$ cat src/rtl/cam_pixel_capture.sv
// OV7670 capture front end: oversamples the camera bus on CLK100MHZ, pairs RGB565 bytes and
// issues linear frame-buffer writes. Define CAM_GRAY_EN for replicated 4-bit luma output.
module cam_pixel_capture #(
  parameter int unsigned H_ACTIVE = 640,
  parameter int unsigned V_ACTIVE = 480,
  parameter int unsigned AWIDTH   = 19,
  parameter int unsigned DWIDTH   = 12
) (
  input  logic              CLK100MHZ,
  input  logic              rst,
  input  logic              pclk_cam,
  input  logic              vsync_cam,
  input  logic              href_cam,
  input  logic [7:0]        wdata_cam,
  input  logic              capture_en,
  output logic [AWIDTH-1:0] waddr_cam,
  output logic [DWIDTH-1:0] wdata_cam_pix,
  output logic              wen_cam,
  output logic              frame_done,
  output logic [AWIDTH-1:0] pix_count,
  output logic [1:0]        err_flags,
  output logic [1:0]        state_debug
);

  localparam logic [AWIDTH-1:0] FrameSize = AWIDTH'(H_ACTIVE * V_ACTIVE);

  typedef enum logic [1:0] {
    StIdle   = 2'd0,
    StVblank = 2'd1,
    StActive = 2'd2,
    StSkip   = 2'd3
  } state_e;

  // Camera inputs are plain data here: two sync flops each, plus a history flop for edges.
  logic       pclk_s1, pclk_s2, pclk_s3;
  logic       vsync_s1, vsync_s2, vsync_s3;
  logic       href_s1, href_s2, href_s3;
  logic [7:0] data_s1, data_s2;

  always_ff @(posedge CLK100MHZ) begin
    if (rst) begin
      pclk_s1  <= 1'b0;
      pclk_s2  <= 1'b0;
      pclk_s3  <= 1'b0;
      vsync_s1 <= 1'b0;
      vsync_s2 <= 1'b0;
      vsync_s3 <= 1'b0;
      href_s1  <= 1'b0;
      href_s2  <= 1'b0;
      href_s3  <= 1'b0;
      data_s1  <= '0;
      data_s2  <= '0;
    end else begin
      pclk_s1  <= pclk_cam;
      pclk_s2  <= pclk_s1;
      pclk_s3  <= pclk_s2;
      vsync_s1 <= vsync_cam;
      vsync_s2 <= vsync_s1;
      vsync_s3 <= vsync_s2;
      href_s1  <= href_cam;
      href_s2  <= href_s1;
      href_s3  <= href_s2;
      data_s1  <= wdata_cam;
      data_s2  <= data_s1;
    end
  end

  logic pclk_rise, vsync_rise, vsync_fall, href_fall;

  assign pclk_rise  = pclk_s2 & ~pclk_s3;
  assign vsync_rise = vsync_s2 & ~vsync_s3;
  assign vsync_fall = ~vsync_s2 & vsync_s3;
  assign href_fall  = ~href_s2 & href_s3;

  state_e state_q, state_d;
  logic   start_frame, end_frame;

  // IDLE waits for a vsync-high period so a frame already in flight at reset is never taken.
  always_comb begin
    state_d     = state_q;
    start_frame = 1'b0;
    end_frame   = 1'b0;
    unique case (state_q)
      StIdle: begin
        if (vsync_s2) state_d = StVblank;
      end
      StVblank: begin
        if (vsync_fall) begin
          if (capture_en) begin
            state_d     = StActive;
            start_frame = 1'b1;
          end else begin
            state_d = StSkip;
          end
        end
      end
      StActive: begin
        if (vsync_rise) begin
          state_d   = StVblank;
          end_frame = 1'b1;
        end
      end
      StSkip: begin
        if (vsync_rise) state_d = StVblank;
      end
      default: state_d = StIdle;
    endcase
  end

  always_ff @(posedge CLK100MHZ) begin
    if (rst) begin
      state_q <= StIdle;
    end else begin
      state_q <= state_d;
    end
  end

  logic              phase_q;
  logic [7:0]        hi_q;
  logic [AWIDTH-1:0] addr_q;
  logic              wen_q;
  logic [DWIDTH-1:0] wdata_q;
  logic              frame_done_q;
  logic [AWIDTH-1:0] pix_count_q;
  logic [1:0]        err_q;

  logic              byte_take, pix_form, pix_ok, pix_drop, odd_line;
  logic [AWIDTH-1:0] in_flight;

  assign byte_take = (state_q == StActive) && pclk_rise && href_s2;
  assign pix_form  = byte_take && phase_q;
  assign pix_ok    = pix_form && (addr_q != FrameSize);
  assign pix_drop  = pix_form && (addr_q == FrameSize);
  assign odd_line  = (state_q == StActive) && href_fall && phase_q;

`ifdef CAM_GRAY_EN
  logic        gray_vld_q;
  logic [15:0] gray_raw_q;
  logic [4:0]  gray_r, gray_g, gray_b;
  logic [7:0]  gray_sum;
  logic        unused_gray_bits;

  // Y = (2R + 5G + B) / 8 on 5-bit channels; the upper four bits of Y land in sum[7:4].
  assign gray_r           = gray_raw_q[15:11];
  assign gray_g           = gray_raw_q[10:6];
  assign gray_b           = gray_raw_q[4:0];
  assign gray_sum         = {2'b00, gray_r, 1'b0} + ({3'b000, gray_g} * 8'd5) +
                            {3'b000, gray_b};
  assign unused_gray_bits = ^{gray_raw_q[5], gray_sum[3:0]};
  assign in_flight        = AWIDTH'(wen_q) + AWIDTH'(gray_vld_q) + AWIDTH'(pix_ok);

  always_ff @(posedge CLK100MHZ) begin
    if (rst) begin
      gray_vld_q <= 1'b0;
      gray_raw_q <= '0;
      wen_q      <= 1'b0;
      wdata_q    <= '0;
    end else begin
      gray_vld_q <= pix_ok;
      if (pix_ok) gray_raw_q <= {hi_q, data_s2};
      wen_q <= gray_vld_q;
      if (gray_vld_q) wdata_q <= {gray_sum[7:4], gray_sum[7:4], gray_sum[7:4]};
    end
  end
`else
  logic unused_pix_bits;

  assign unused_pix_bits = ^{hi_q[3], data_s2[6:5], data_s2[0]};
  assign in_flight       = AWIDTH'(wen_q) + AWIDTH'(pix_ok);

  always_ff @(posedge CLK100MHZ) begin
    if (rst) begin
      wen_q   <= 1'b0;
      wdata_q <= '0;
    end else begin
      wen_q <= pix_ok;
      if (pix_ok) wdata_q <= {hi_q[7:4], hi_q[2:0], data_s2[7], data_s2[4:1]};
    end
  end
`endif

  // pix_count includes a pixel still in the write pipeline when vsync rises.
  always_ff @(posedge CLK100MHZ) begin
    if (rst) begin
      phase_q      <= 1'b0;
      hi_q         <= '0;
      addr_q       <= '0;
      frame_done_q <= 1'b0;
      pix_count_q  <= '0;
      err_q        <= '0;
    end else begin
      frame_done_q <= end_frame;
      if (end_frame) pix_count_q <= addr_q + in_flight;
      err_q <= err_q | {odd_line, pix_drop};
      if (start_frame) begin
        phase_q <= 1'b0;
        addr_q  <= '0;
      end else begin
        if (byte_take) begin
          phase_q <= ~phase_q;
        end else if (odd_line) begin
          phase_q <= 1'b0;
        end
        if (byte_take && !phase_q) hi_q <= data_s2;
        if (wen_q) addr_q <= addr_q + AWIDTH'(1);
      end
    end
  end

  assign waddr_cam     = addr_q;
  assign wdata_cam_pix = wdata_q;
  assign wen_cam       = wen_q;
  assign frame_done    = frame_done_q;
  assign pix_count     = pix_count_q;
  assign err_flags     = err_q;
  assign state_debug   = state_q;

endmodule

$ cat config.mk
export PLATFORM = sky130hd
export DESIGN_NAME = cam_pixel_capture
export DESIGN_NICKNAME = d
export VERILOG_FILES = /design/src/rtl/cam_pixel_capture.sv
export SDC_FILE = /design/constraint.sdc
export NUM_CORES = 1
export LEC_CHECK = 0
export ABC_AREA = 1
export CAP_MARGIN = 0
export CORE_MARGIN = 3
export CORE_UTILIZATION = 56
export CTS_CLUSTER_SIZE = 12
export DETAILED_ROUTE_END_ITERATION = 12
export PLACE_DENSITY = 0.84
export SYNTH_ARGS = -nofsm -noshare
export SYNTH_HDL_FRONTEND = slang
export SYNTH_SLANG_ARGS = --single-unit
$ cat constraint.sdc
create_clock -name CLK100MHZ -period 4.7 [get_ports CLK100MHZ]
set_input_delay 1.175 -clock CLK100MHZ [delete_from_list [all_inputs] [get_ports CLK100MHZ]]
set_output_delay 1.175 -clock CLK100MHZ [all_outputs]
set_load 0.05 [all_outputs]
==> reports/results.ini, run 1 <==
[cells_and_area]
nets = 608
fillerInstances = 531
syn2layout_area_growth_pct = 23.80
register_area_um2 = 1782
drive_above_1_share_pct = 8.739
n_antenna_cell = 0
fin_area_um2 = 4842
multi_input_area_um2 = 1683

[timing]
hold_viol = 0
setup_violations = 0
slew_violations = 0
tns_ns = 0
post-route-period-util_pct = 63.35
grt_setup_unrepaired = no
fmax_mhz = 335.8
relSlewSlack_pct = 52.39
timing.final.crit_period_ns = 2.978
tightest_slew_ns = 0.7133
fin_worst_skew_ns = 0.007785

[die]
initial_core_util_pct = 59.55
num_rows = 29
die_area_um2 = 8023
ios = 70
core_region_area_um2 = 6568
die_h_um = 89.57
die_w_um = 89.57

[clock_network]
htreeDepth = 3
numCtsBuffers = 9
cts_setup_buffers = 0
clkTransAtPathRegs_ns = 0.10
clk_latency_ns = 0.36
root_buffer = clkbuf_8
cts_hold_buf = 0
cts_tree = yes
clock_path_buffers = 2
cts_resized = 0
numClockSinks = 89

[worst_setup_path]
critPathKind = reg2reg
setup.worst_path.start_class = register
cp.required_ns = 4.96
cp_max_fo = 25
r2r_setup_slack_ns = 1.72
crit_path_end_kind = register
arrival_ns = 3.24

[place]
post_dp_cell_area_um2 = 4609
dp_hpwl_mm = 6.190
place.port_buffers = 69
place_congestion = 0.9488

[synthesis]
netlist_top_cells_count = 97 x nor2_1, 89 x dfxtp_1, 84 x inv_1
ys_seq_area_share_pct = 45.55
async_reset_ff_share_pct = 0
ys_types = 32
synth_top_cell_by_area = dfxtp_1
synth_edf_count = 0
syn_nets = 545
yosys_warnings = 0
synth_cells = 527
yosys.area.top_type_share_pct = 45.55
netlist_top_cells_area = dfxtp_1 46%, nor2_1 9.3%, inv_1 8.1%, nand2_1 7.5%, a21oi_1 5.6%
ys_seq_elements = 89
post-synth-top-count-cell = nor2_1
syn_area_per_cell_um2 = 7.422
synthFlopType = dfxtp_1
netlist_area_um2 = 3911

[drt]
firstDrtPassIters = 5
ant_nets = 0
routed_via_density = 5.048
wire_per_inst_um = 12.73
drt_first_iter_violations = 277
drc = 0
wirelength_mm = 8.757
vias = 3473

[global_routing]
grt_remaining_overflow = 0
grt_first_pass_wirelength_mm = 14.77
antenna_found_initial = 0
grt_usage_pct = 23.35
grt_pass1_vias = 3274
grt_max_degree = 37

[pwr]
power.density_nw_per_um2 = 294.0
peakVddDrop_v = 0.0002214
leakage_nw = 1.901

[worst_hold_path]
hold_path.class = reg2reg

[run_status]
outcome = finished, final reports clean

[job]
cap_violations = 0

-- power by group --
group | total (mW) | internal (mW) | switching [mW]
Combinational | 0.0461 | 0.0187 | 0.0274
Clock | 0.610 | 0.312 | 0.298
Sequential | 0.768 | 0.764 | 0.00430
Total | 1.42 | 1.09 | 0.330
-- cell families after synthesis --
group,count (synthesis),synth area share [%]
DFF,89,45.55
xor gates and xnor gates,10,2.239
adders and majority gates,4,1.472
and+or+nand+nor,243,29.17
AOI/OAI and AO/OA,75,10.14
buffers and inverters,106,11.42
-- cell type report --
cell class / instances / share of cell area, %
Tap cell: 93 / 2.403
Inverter: 88 / 6.822
Clock buffer: 9 / 2.558
Clock inverter: 7 / 2.248
Sequential cell: 89 / 36.80
Multi-Input combinational cell: 332 / 34.75
Timing Repair Buffer: 70 / 14.42
-- worst max-delay path, cell delays in order (launching register included) --
cell and delay (ns):
dfxtp_1 0.48, inv_1 0.10, ha_1 0.19, nand2_1 0.08, nor3_2 0.05, nand3_4 0.28
nand2_1 0.17, fa_1 0.43, inv_1 0.08, ha_1 0.21, nand3_1 0.15, nor2_2 0.24
nand2_1 0.13, o21ai_1 0.13, nand3_1 0.07, nand2_1 0.08, inv_1 0.03
-- metal layers --
metal | vias up | share of wire [%] | track usage, %
met5 | - | 0 | 0
li1 | 1760 | - | -
met3 | 13 | 5.6 | 4.380
met1 | 1585 | 45 | 31.31
met4 | 0 | 1.5 | 8.390
met2 | 115 | 48 | 37.70
-- state kept, by name, summed over array words and instances (netlist names), 2 cells and up --
name	flops
pix_count	19
data_s2	8
state_debug	2
data_s1	8
waddr_cam	19
hi_q	7
wdata_cam_pix	12
err_flags	2
-- path summary, 6_finish.rpt --
check | start | to | cells past startpoint
worst min register to register | vsync_s1$_SDFF_PP0_ | vsync_s2$_SDFF_PP0_ | 2
worst max register to register | waddr_cam[1]$_SDFFE_PP0P_ | pix_count[12]$_SDFFE_PP0P_ | 16
worst min-delay path | vsync_s1$_SDFF_PP0_ | vsync_s2$_SDFF_PP0_ | 2
worst max-delay path | waddr_cam[1]$_SDFFE_PP0P_ | pix_count[12]$_SDFFE_PP0P_ | 16
-- cell usage in the layout, fill, tap and decap left out, types with 2 or more instances in the layout --
| cell type | n |
|---|---|
| nand2_1 | 78 |
| inv_8 | 2 |
| o21ai_0 | 25 |
| inv_2 | 4 |
| nand2_2 | 3 |
| nor2_2 | 10 |
| nand4_1 | 5 |
| inv_1 | 84 |
| ha_1 | 3 |
| nand3_1 | 29 |
| clkbuf_8 | 9 |
| nand3_2 | 9 |
| a21oi_1 | 44 |
| nor2_4 | 4 |
| dfxtp_1 | 89 |
| nand3_4 | 2 |
| inv_6 | 2 |
| nand3b_1 | 2 |
| bufinv_16 | 2 |
| nor2_1 | 97 |
| xor2_1 | 9 |
| clkdlybuf4s50_1 | 69 |
| o21ai_1 | 3 |
-- per-stage QoR --
stage	power, mW	hold slack (ns)	cells	setup slack [ns]	utilization, %
finish	1.424	0.4048	688	1.722	73.73
global route	1.468	0.4233	688	1.462	73.73
CTS	1.429	0.4065	688	1.724	73.73
detailed placement	0.8312	0.3928	672	1.768	70.18
global placement	0.8295	0.3893	672	1.854	70.18
floorplan	0.8122	0.3883	527	1.759	-
Note: power is estimated with default switching activity, not from simulation.
==> inputs of run 2 (changes only) <==
--- a/config.mk
+++ b/config.mk
@@ -8,10 +8,10 @@
 export ABC_AREA = 1
 export CAP_MARGIN = 0
 export CORE_MARGIN = 3
-export CORE_UTILIZATION = 56
+export CORE_UTILIZATION = 52
 export CTS_CLUSTER_SIZE = 12
 export DETAILED_ROUTE_END_ITERATION = 12
-export PLACE_DENSITY = 0.84
+export PLACE_DENSITY = 0.79
 export SYNTH_ARGS = -nofsm -noshare
 export SYNTH_HDL_FRONTEND = slang
 export SYNTH_SLANG_ARGS = --single-unit
==> constraint.sdc (replaced) <==
create_clock -name CLK100MHZ -period 2.8 [get_ports CLK100MHZ]
set_input_delay 0.7 -clock CLK100MHZ [delete_from_list [all_inputs] [get_ports CLK100MHZ]]
set_output_delay 0.7 -clock CLK100MHZ [all_outputs]
set_load 0.05 [all_outputs]
==> reports/results.ini, run 2 (synthesized netlist as in run 1, its figures left out) <==
[global_routing]
grt_first_pass_wirelength_mm = 14.88  ; was 14.77 mm
grt_pass1_vias = 3179  ; was 3274
grt_remaining_overflow = 0  ; unchanged
grt_usage_pct = 21.41  ; was 23.35%
grt_max_degree = 35  ; was 37
antenna_found_initial = 0  ; unchanged

[cells_and_area]
syn2layout_area_growth_pct = 25.27  ; was 23.80%
drive_above_1_share_pct = 10.56  ; was 8.739%
mostFrequentLayoutCells = 97 x nor2_1, 87 x dfxtp_1, 84 x inv_1, 78 x nand2_1, 69 x clkdlybuf4s50_1  ; was 97 x nor2_1, 89 x dfxtp_1, 84 x inv_1, 78 x nand2_1, 69 x clkdlybuf4s50_1
nets = 620  ; was 608
fillerInstances = 643  ; was 531
n_antenna_cell = 0  ; unchanged
postLayoutCoreUtil_pct = 69.43  ; was 73.73%
mostFrequentLayoutCell = nor2_1  ; unchanged

[place]
dp_hpwl_mm = 6.198  ; was 6.190 mm
place_congestion = 0.8488  ; was 0.9488
place.port_buffers = 69  ; unchanged

[die]
die_h_um = 92.73  ; was 89.57 um
die_w_um = 92.73  ; was 89.57 um
num_rows = 30  ; was 29
initial_core_util_pct = 55.43  ; was 59.55%
die_area_um2 = 8598  ; was 8023 um2
core_region_area_um2 = 7057  ; was 6568 um2
ios = 70  ; unchanged

[clock_network]
numClockSinks = 89  ; unchanged
htreeDepth = 3  ; unchanged
clock_path_buffers = 2  ; unchanged
clk_latency_ns = 0.35  ; was 0.36 ns
root_buffer = clkbuf_8  ; unchanged
clkTransAtPathRegs_ns = 0.08  ; was 0.10 ns
cts_tree = yes  ; unchanged
numCtsBuffers = 9  ; unchanged
cts_hold_buf = 0  ; unchanged
cts_setup_buffers = 0  ; unchanged
cts_resized = 0  ; unchanged

[drt]
met1Wirelength_mm = 4.017  ; was 3.976 mm
wl_met3_um = 617  ; was 488 um
routed_via_density = 4.870  ; was 5.048
top_layer = met4  ; unchanged
drc = 0  ; unchanged
ant_nets = 0  ; unchanged
drt_first_iter_violations = 197  ; was 277
wirelength_mm = 8.690  ; was 8.757 mm
wl_met2_mm = 3.949  ; was 4.165 mm
firstDrtPassIters = 5  ; unchanged
wire_per_inst_um = 12.38  ; was 12.73 um
vias = 3419  ; was 3473

[worst_setup_path]
arrival_ns = 2.84  ; was 3.24 ns
critPathKind = reg2reg  ; unchanged
cp_max_fo = 6  ; was 25
cp.required_ns = 3.05  ; was 4.96 ns
setup.worst_path.start_class = register  ; unchanged
crit_path_end_kind = register  ; unchanged

[timing]
relSlewSlack_pct = 51.29  ; was 52.39%
tns_ns = 0  ; unchanged
timing.final.crit_period_ns = 2.587  ; was 2.978 ns
fmax_mhz = 386.6  ; was 335.8 MHz
fin_worst_skew_ns = 0.008471  ; was 0.007785 ns
hold_viol = 0  ; unchanged
post-route-period-util_pct = 92.39  ; was 63.35%
grt_setup_unrepaired = no  ; unchanged
slew_violations = 0  ; unchanged
setup_violations = 0  ; unchanged
tightest_slew_ns = 0.7298  ; was 0.7133 ns

[worst_hold_path]
hold_path.class = reg2reg  ; unchanged

[pwr]
leakage_nw = 1.947  ; was 1.901 nW
power.density_nw_per_um2 = 457.6  ; was 294.0 nW/um2
peakVddDrop_v = 0.0002915  ; was 0.0002214 V

[job]
cap_violations = 0  ; unchanged

[run_status]
outcome = finished, final reports clean  ; unchanged

## run 2: cell types whose count changed in the layout (fill, tap and decap cells not counted), sizes merged
cell,delta
bufinv,-1
buf,+12
clkinv,+1
clkbuf,+2
inv,-3
## run 2: final timing paths
path,from,endpoint,slack (ns),cells past startpoint
max,waddr_cam[0]$_SDFFE_PP0P_,pix_count[12]$_SDFFE_PP0P_,0.21,16
max reg2reg,waddr_cam[0]$_SDFFE_PP0P_,pix_count[12]$_SDFFE_PP0P_,0.21,16
min,data_s1[5]$_SDFF_PP0_,data_s2[5]$_SDFF_PP0_,0.41,2
min reg2reg,data_s1[5]$_SDFF_PP0_,data_s2[5]$_SDFF_PP0_,0.41,2
## run 2: through the flow
step           cells  power, mW  hold WS, ns  cell area [um2]  worst slack [ns]
5_1_grt          702      2.327       0.4283             4900          0.006583
3_5_place_dp     687      1.398       0.3977             4706            0.2691
2_1_floorplan    527      1.363       0.3883             3914           0.02591
4_1_cts          702      2.258       0.4093             4900            0.2207
6_report         702      2.242       0.4059             4900            0.2131
3_3_place_gp     687      1.397       0.3897             4706            0.3862
## run 2: cell type report
cell class | instances | area [um2] | share of cell area [%]
Tap cell | 96 | 120.1 | 2.451
Clock inverter | 4 | 52.55 | 1.073
Sequential cell | 89 | 1784 | 36.41
Timing Repair Buffer | 82 | 788.3 | 16.09
Multi-Input combinational cell | 332 | 1683 | 34.35
Clock buffer | 11 | 141.4 | 2.886
Inverter | 88 | 330.3 | 6.742
## run 2: worst max-delay path, cell delays in order, from the launching register on
cell	delay, ns
dfxtp_2	0.37
inv_1	0.09
ha_1	0.20
nand2_1	0.08
nor3_2	0.06
nand3_4	0.09
nand2_1	0.08
fa_1	0.41
inv_1	0.07
ha_1	0.21
nand3_1	0.15
nor2_2	0.24
nand2_1	0.12
o21ai_1	0.13
nand3_1	0.08
nand2_1	0.08
inv_1	0.04
## run 2: layer usage
metal  track usage (%)  vias up
li1                  -     1780
met1             29.23     1514
met2             34.08      113
met3             4.387       12
met4             6.716        0
met5                 0        -
## run 2: power breakdown
part           total, mW  leakage (nW)  internal (mW)  switching [mW]
logic             0.0806          1.12         0.0332          0.0474
registers           1.29         0.723           1.28         0.00639
clock network      0.874        0.0998          0.436           0.438
